$ cat src/rtl/serial_add_sub_unit.sv
// serial_add_sub_unit: bit-serial signed add/subtract with valid/ready request and result handshakes
module serial_add_sub_unit #(
  parameter int WIDTH = 8
) (
  input  logic             clk,
  input  logic             reset,
  input  logic             in_valid,
  output logic             in_ready,
  input  logic [WIDTH-1:0] A,
  input  logic [WIDTH-1:0] B,
  input  logic             Opcode,
  output logic             out_valid,
  input  logic             out_ready,
  output logic [WIDTH-1:0] Sum,
  output logic             Carry,
  output logic             Overflow
);
  localparam int CW = (WIDTH > 2) ? $clog2(WIDTH) : 1;
  typedef enum logic [1:0] {IDLE, BUSY, DONE} state_t;
  state_t state, next;
  logic [WIDTH-1:0] a, b, res;
  logic [CW-1:0] cnt;
  logic c, s, maj, last;
  assign s    = a[0] ^ b[0] ^ c;
  assign maj  = (a[0] & b[0]) | (a[0] & c) | (b[0] & c);
  assign last = cnt == CW'(WIDTH - 1);
  always_ff @(posedge clk)
    if (reset) state <= IDLE;
    else state <= next;
  always_comb begin
    in_ready  = state == IDLE;
    out_valid = state == DONE;
    next = state == IDLE ? (in_valid ? BUSY : IDLE) :
           state == BUSY ? (last ? DONE : BUSY) :
           (out_ready ? IDLE : DONE);
  end
  // subtraction is A + ~B + 1: B is inverted on capture and the +1 enters as the initial carry
  always_ff @(posedge clk)
    if (reset) begin
      a <= '0;
      b <= '0;
      res <= '0;
      c <= 1'b0;
      cnt <= '0;
      Sum <= '0;
      Carry <= 1'b0;
      Overflow <= 1'b0;
    end else if (state == IDLE && in_valid) begin
      a <= A;
      b <= B ^ {WIDTH{Opcode}};
      c <= Opcode;
      cnt <= '0;
    end else if (state == BUSY) begin
      a <= a >> 1;
      b <= b >> 1;
      res <= {s, res[WIDTH-1:1]};
      c <= maj;
      cnt <= cnt + 1'b1;
      if (last) begin
        Sum <= {s, res[WIDTH-1:1]};
        Carry <= maj;
        Overflow <= c ^ maj;
      end
    end
endmodule

$ cat config.mk
export PLATFORM = sky130hd
export DESIGN_NAME = serial_add_sub_unit
export DESIGN_NICKNAME = d
export VERILOG_FILES = /design/src/rtl/serial_add_sub_unit.sv
export SDC_FILE = /design/constraint.sdc
export NUM_CORES = 1
export LEC_CHECK = 0
export CORE_MARGIN = 5
export CORE_UTILIZATION = 41
export CTS_CLUSTER_DIAMETER = 150
export DETAILED_ROUTE_END_ITERATION = 6
export GPL_ROUTABILITY_DRIVEN = 0
export PLACE_DENSITY_LB_ADDON = 0.12
export SLEW_MARGIN = 25
export SYNTH_ARGS = -nofsm -noshare
export SYNTH_HDL_FRONTEND = slang
export SYNTH_SLANG_ARGS = --single-unit
$ cat constraint.sdc
create_clock -name clk -period 3.75 [get_ports clk]
set_clock_uncertainty 0.05 [all_clocks]
set_input_delay 0.9375 -clock clk [delete_from_list [all_inputs] [get_ports clk]]
set_output_delay 0.9375 -clock clk [all_outputs]
set_load 0.005 [all_outputs]
Word level (Yosys, flattened, before mapping)
Index checks and enable logic that the tools add are counted.
{ "word_totals": {"ramBits": 0, "inputBits": 21, "wordCells": 40, "romBits": 0, "ff_bits": 40, "latchBits": 0, "out_inout_bits": 12, "n_memories": 0} }
{ "op_classes": {"n_lt_le_gt_ge": 0, "addsub": 1, "reduce_logical": 6, "n_eq_ne": 3, "n_mul": 0, "n_shift": 0, "mux": 11, "bitwise": 10, "n_div": 0} }
{ "op_table": {"columns": ["operator", "count"], "rows": [
  ["two-way mux 8 bit", 4],
  ["two-way mux 2 bit", 4],
  ["bitwise XOR 8 bit", 1],
  ["adder 3 x 1 -> 3 bit, second input constant", 1],
  ["AND 1 bit", 3],
  ["== test 3 bit, second input constant", 1],
  ["two-way mux 1 bit", 3],
  ["AND reduction 3 bit", 1],
  ["bitwise XOR 1 bit", 3],
  ["== test 2 x 1 -> 1 bit, second input constant", 1],
  ["== test 2 bit, second input constant", 1],
  ["zero test 2 bit", 1],
  ["OR 1 bit", 2],
  ["AND reduction 2 bit", 1],
  ["nonzero test 2 bit", 1],
  ["OR reduction 2 bit", 1],
  ["logical AND 1 bit", 1],
  ["inverter 1 bit", 1]
]} }

Longest topological paths before layout
{ "logic_depth": {"depth_word": 5, "depth_mapped": 6, "depth_no_buf": 5} }

Least setup slack after synthesis
No wires, ideal clock.
{ "synth_timing": {"kind": "input-to-reg", "start": "in Opcode", "end": "reg c", "setup_slack_ps": 1802, "required_ps": 3568, "arrival_time_ps": 1766, "n_path_buf": 1, "setup_ps": 132, "cell_stages": 4, "path_cell_list": "buf_2 > or3b_2 > a21oi_1 > nor3_1"} }
{ "synth_between": {"elab_chain_cells": 1} }
{ "synth_lines": {"columns": ["item", "line", "source"], "rows": [
  ["start, declared", "11", "input logic Opcode,"],
  ["two-way mux 1 bit", "48", "end else if (state == IDLE && in_valid) begin"],
  ["end signal, assigned", "51", "c <= Opcode;"],
  ["end signal, assigned", "57", "c <= maj;"],
  ["end, declared", "23", "logic c, s, maj, last;"]
]} }
No other way between the ends.
A chain may end at the register's enable or synchronous reset.

Final worst setup path
{ "layout_timing": {"start": "reg state[1]", "end": "out out_valid"} }
{ "layout_between": {"elab_chain_cells": 1} }
{ "layout_lines": {"columns": ["item", "line", "source"], "rows": [
  ["start, declared", "20", "state_t state, next;"],
  ["start signal, assigned", "29", "else state <= next;"],
  ["== test 2 bit", "32", "out_valid = state == DONE;"],
  ["end, declared", "12", "output logic out_valid,"]
]} }
No other way between the ends.

==> flow_metrics.env <==
export IMPL_final_hold_viol_count=0
export IMPL_cts_buffers=5
export IMPL_clk_latency_ps=290
export IMPL_cts_path_max_buffers=2
export IMPL_netlist_area_sq_um=1670
export IMPL_hp_class="flip-flop to flip-flop"
export IMPL_period_share_pct=68.4
export IMPL_grt_pass1_wl_mm=6.06
export IMPL_io_pins=33
export IMPL_synthDistinctLibCells=28
export IMPL_synth_main_ff_cell="dfxtp_1"
export IMPL_die_height_microns=73.8
export IMPL_drt_pass1_iterations=4
export IMPL_synth_avg_cell_area_sq_um=8.73
export IMPL_vdd_drop_max_v=0.000168
export IMPL_finalMaxSlewViolations=0
export IMPL_grt_start_max_net_pins=21
export IMPL_vias=1358
export IMPL_r2r_cells=3
export IMPL_drt_initial_drc_count=63
export IMPL_cts_htree_levels=2
export IMPL_antenna_found_initial=0
export IMPL_track_usage_pct=14.3
export IMPL_layout_cells_non_filler=269
export IMPL_worstMarginPinSlew_ps=609
export IMPL_syn_inst=191
export IMPL_ctsResizeCount=0
export IMPL_start_kind="flip-flop"
export IMPL_drive_above_1_share_pct=5.94
export IMPL_synth_edf_count=0
export IMPL_power_leakage_nw=0.724
export IMPL_cp_max_fo=13
export IMPL_fp_row_count=23
export IMPL_min_period_ps=2570
export IMPL_arrival_ps=1580
export IMPL_endpoint_kind="output pin"
export IMPL_clk_pin_slew_ps=70
export IMPL_synth_top_area_cell="dfxtp_1"
export IMPL_area_delta_synth_final_pct=23.6
export IMPL_setup_slack_ps=1180
export IMPL_portBuffers=32
export IMPL_async_reset_ff_share_pct=0
export IMPL_clkSinkCount=39
export IMPL_placedCellCount=261
export IMPL_post_cts_buffers=0
export IMPL_synth_nets=215
export IMPL_yosysTopAreaCellShare_pct=46.8
export IMPL_cts_tree="built"
export IMPL_dieWidth_microns=73.8
export IMPL_core_sq_um=3970
export IMPL_root_buffer="clkbuf_8"
export IMPL_final_antenna_net_count=0
export IMPL_grt_pass1_vias=1337
export IMPL_relSlewSlack_pct=59.4
export IMPL_reg2reg_setup_slack_ps=1790
export IMPL_rsz0062_at_grt="false"
export IMPL_fmax_mhz=390
export IMPL_timing_hold_ws_ps=405
export IMPL_final_setup_tns_ps=0
export IMPL_n_fill_cell=389
export IMPL_dieArea_sq_um=5440
export IMPL_ys_seq_elements=39
export IMPL_ys_warn_count=0
export IMPL_maxCapViolations=0
export IMPL_min_delay_path_depth=2
export IMPL_viasPerCell=5.05
export IMPL_pre_cts_ws_ps=1060
export IMPL_dp_hpwl_mm=2.48
export IMPL_start_util_pct=42.0
export IMPL_hold_buffers=0
export IMPL_finalSetupViolCount=0
export IMPL_wirelength_mm=3.47
export IMPL_wl_per_cell_microns=12.9
export IMPL_outcome="complete, no violations"
export IMPL_cp_required_ps=2760
export IMPL_worst_setup_path_type="flip-flop to output pin"
export IMPL_fin_nets=242
export IMPL_drc=0
export IMPL_cellPowerDensity_nw_per_um2=400
export IMPL_yosys_top_cells_area="dfxtp_1 47%, nand2_1 9.2%, a21oi_1 7.8%, xnor2_1 4.7%, nor2_1 4.5%"
export IMPL_p_total_w=0.000824
export IMPL_ys_seq_area_share_pct=46.8
export IMPL_antenna_cells=0
export IMPL_synth_most_common_cell="nand2_1"
export IMPL_grt_ovfl_total=0
export IMPL_synthTopCellsByCount="41 x nand2_1, 39 x dfxtp_1, 26 x a21oi_1"
[flip-flops by register name, summed over array words and instances (netlist names)]
signal / cells
a: 8
Carry: 1
Sum: 8
c: 1
state: 2
b: 8
cnt: 3
res: 7
Overflow: 1
[critical path, cell delays in order (launching register included)]
cell	delay [ps]
dfxtp_1	590
nor2b_1	190
clkdlybuf4s50_1	510
[where the power goes]
group	switching [W]	total (W)	internal (W)
combinational	0.0000500	0.000106	0.0000556
clock	0.000139	0.000270	0.000130
sequential	0.0000152	0.000449	0.000434
total	0.000204	0.000824	0.000620
[per-layer routing]
layer	wire length (microns)	track usage (%)
met5	0	0
met4	44	4.23
met3	178	4.51
met2	1670	22.8
met1	1580	18.4
[cell usage in the layout, fill, tap and decap left out, types with 6 or more instances in the layout]
| cell | Yosys | final |
|---|---|---|
| a211oi_1 | 6 | 6 |
| a21oi_1 | 26 | 26 |
| a221o_1 | 7 | 7 |
| clkdlybuf4s50_1 | 0 | 32 |
| dfxtp_1 | 39 | 39 |
| nand2_1 | 41 | 41 |
| nor2_1 | 20 | 20 |
| xnor2_1 | 9 | 9 |
[final cells by class]
type                       instances  area, sq um  area share (%)
clock buffer                       7         76.3            3.70
clock inverter                     1         5.00           0.243
multi-input combinational        138          802            38.9
sequential                        39          781            37.9
tap                               50         62.6            3.03
timing repair buffer              34          335            16.3
[path summary, 6_finish.rpt]
path / startpoint / end
min reg2reg: Sum[0] / Sum[0]
max: state[1] / out_valid
max reg2reg: state[0] / b[6]
min: Sum[0] / Sum[0]
[logic make-up after synthesis]
family                     share of synthesized area, %
and+or+nand+nor                                    22.7
AOI/OAI and AO/OA                                  16.3
DFF                                                46.8
buffers and inverters                              5.10
xor gates and xnor gates                           5.25
adders and majority gates                          2.70
muxes                                              1.20
[per-stage QoR]
stage,utilization (%),cell area (sq um)
finish,51.9,2060
global route,51.9,2060
CTS,51.9,2060
detailed placement,49.9,1980
global placement,49.9,1980
floorplan,-,1670
No activity file was read; power rests on OpenSTA's default activity.
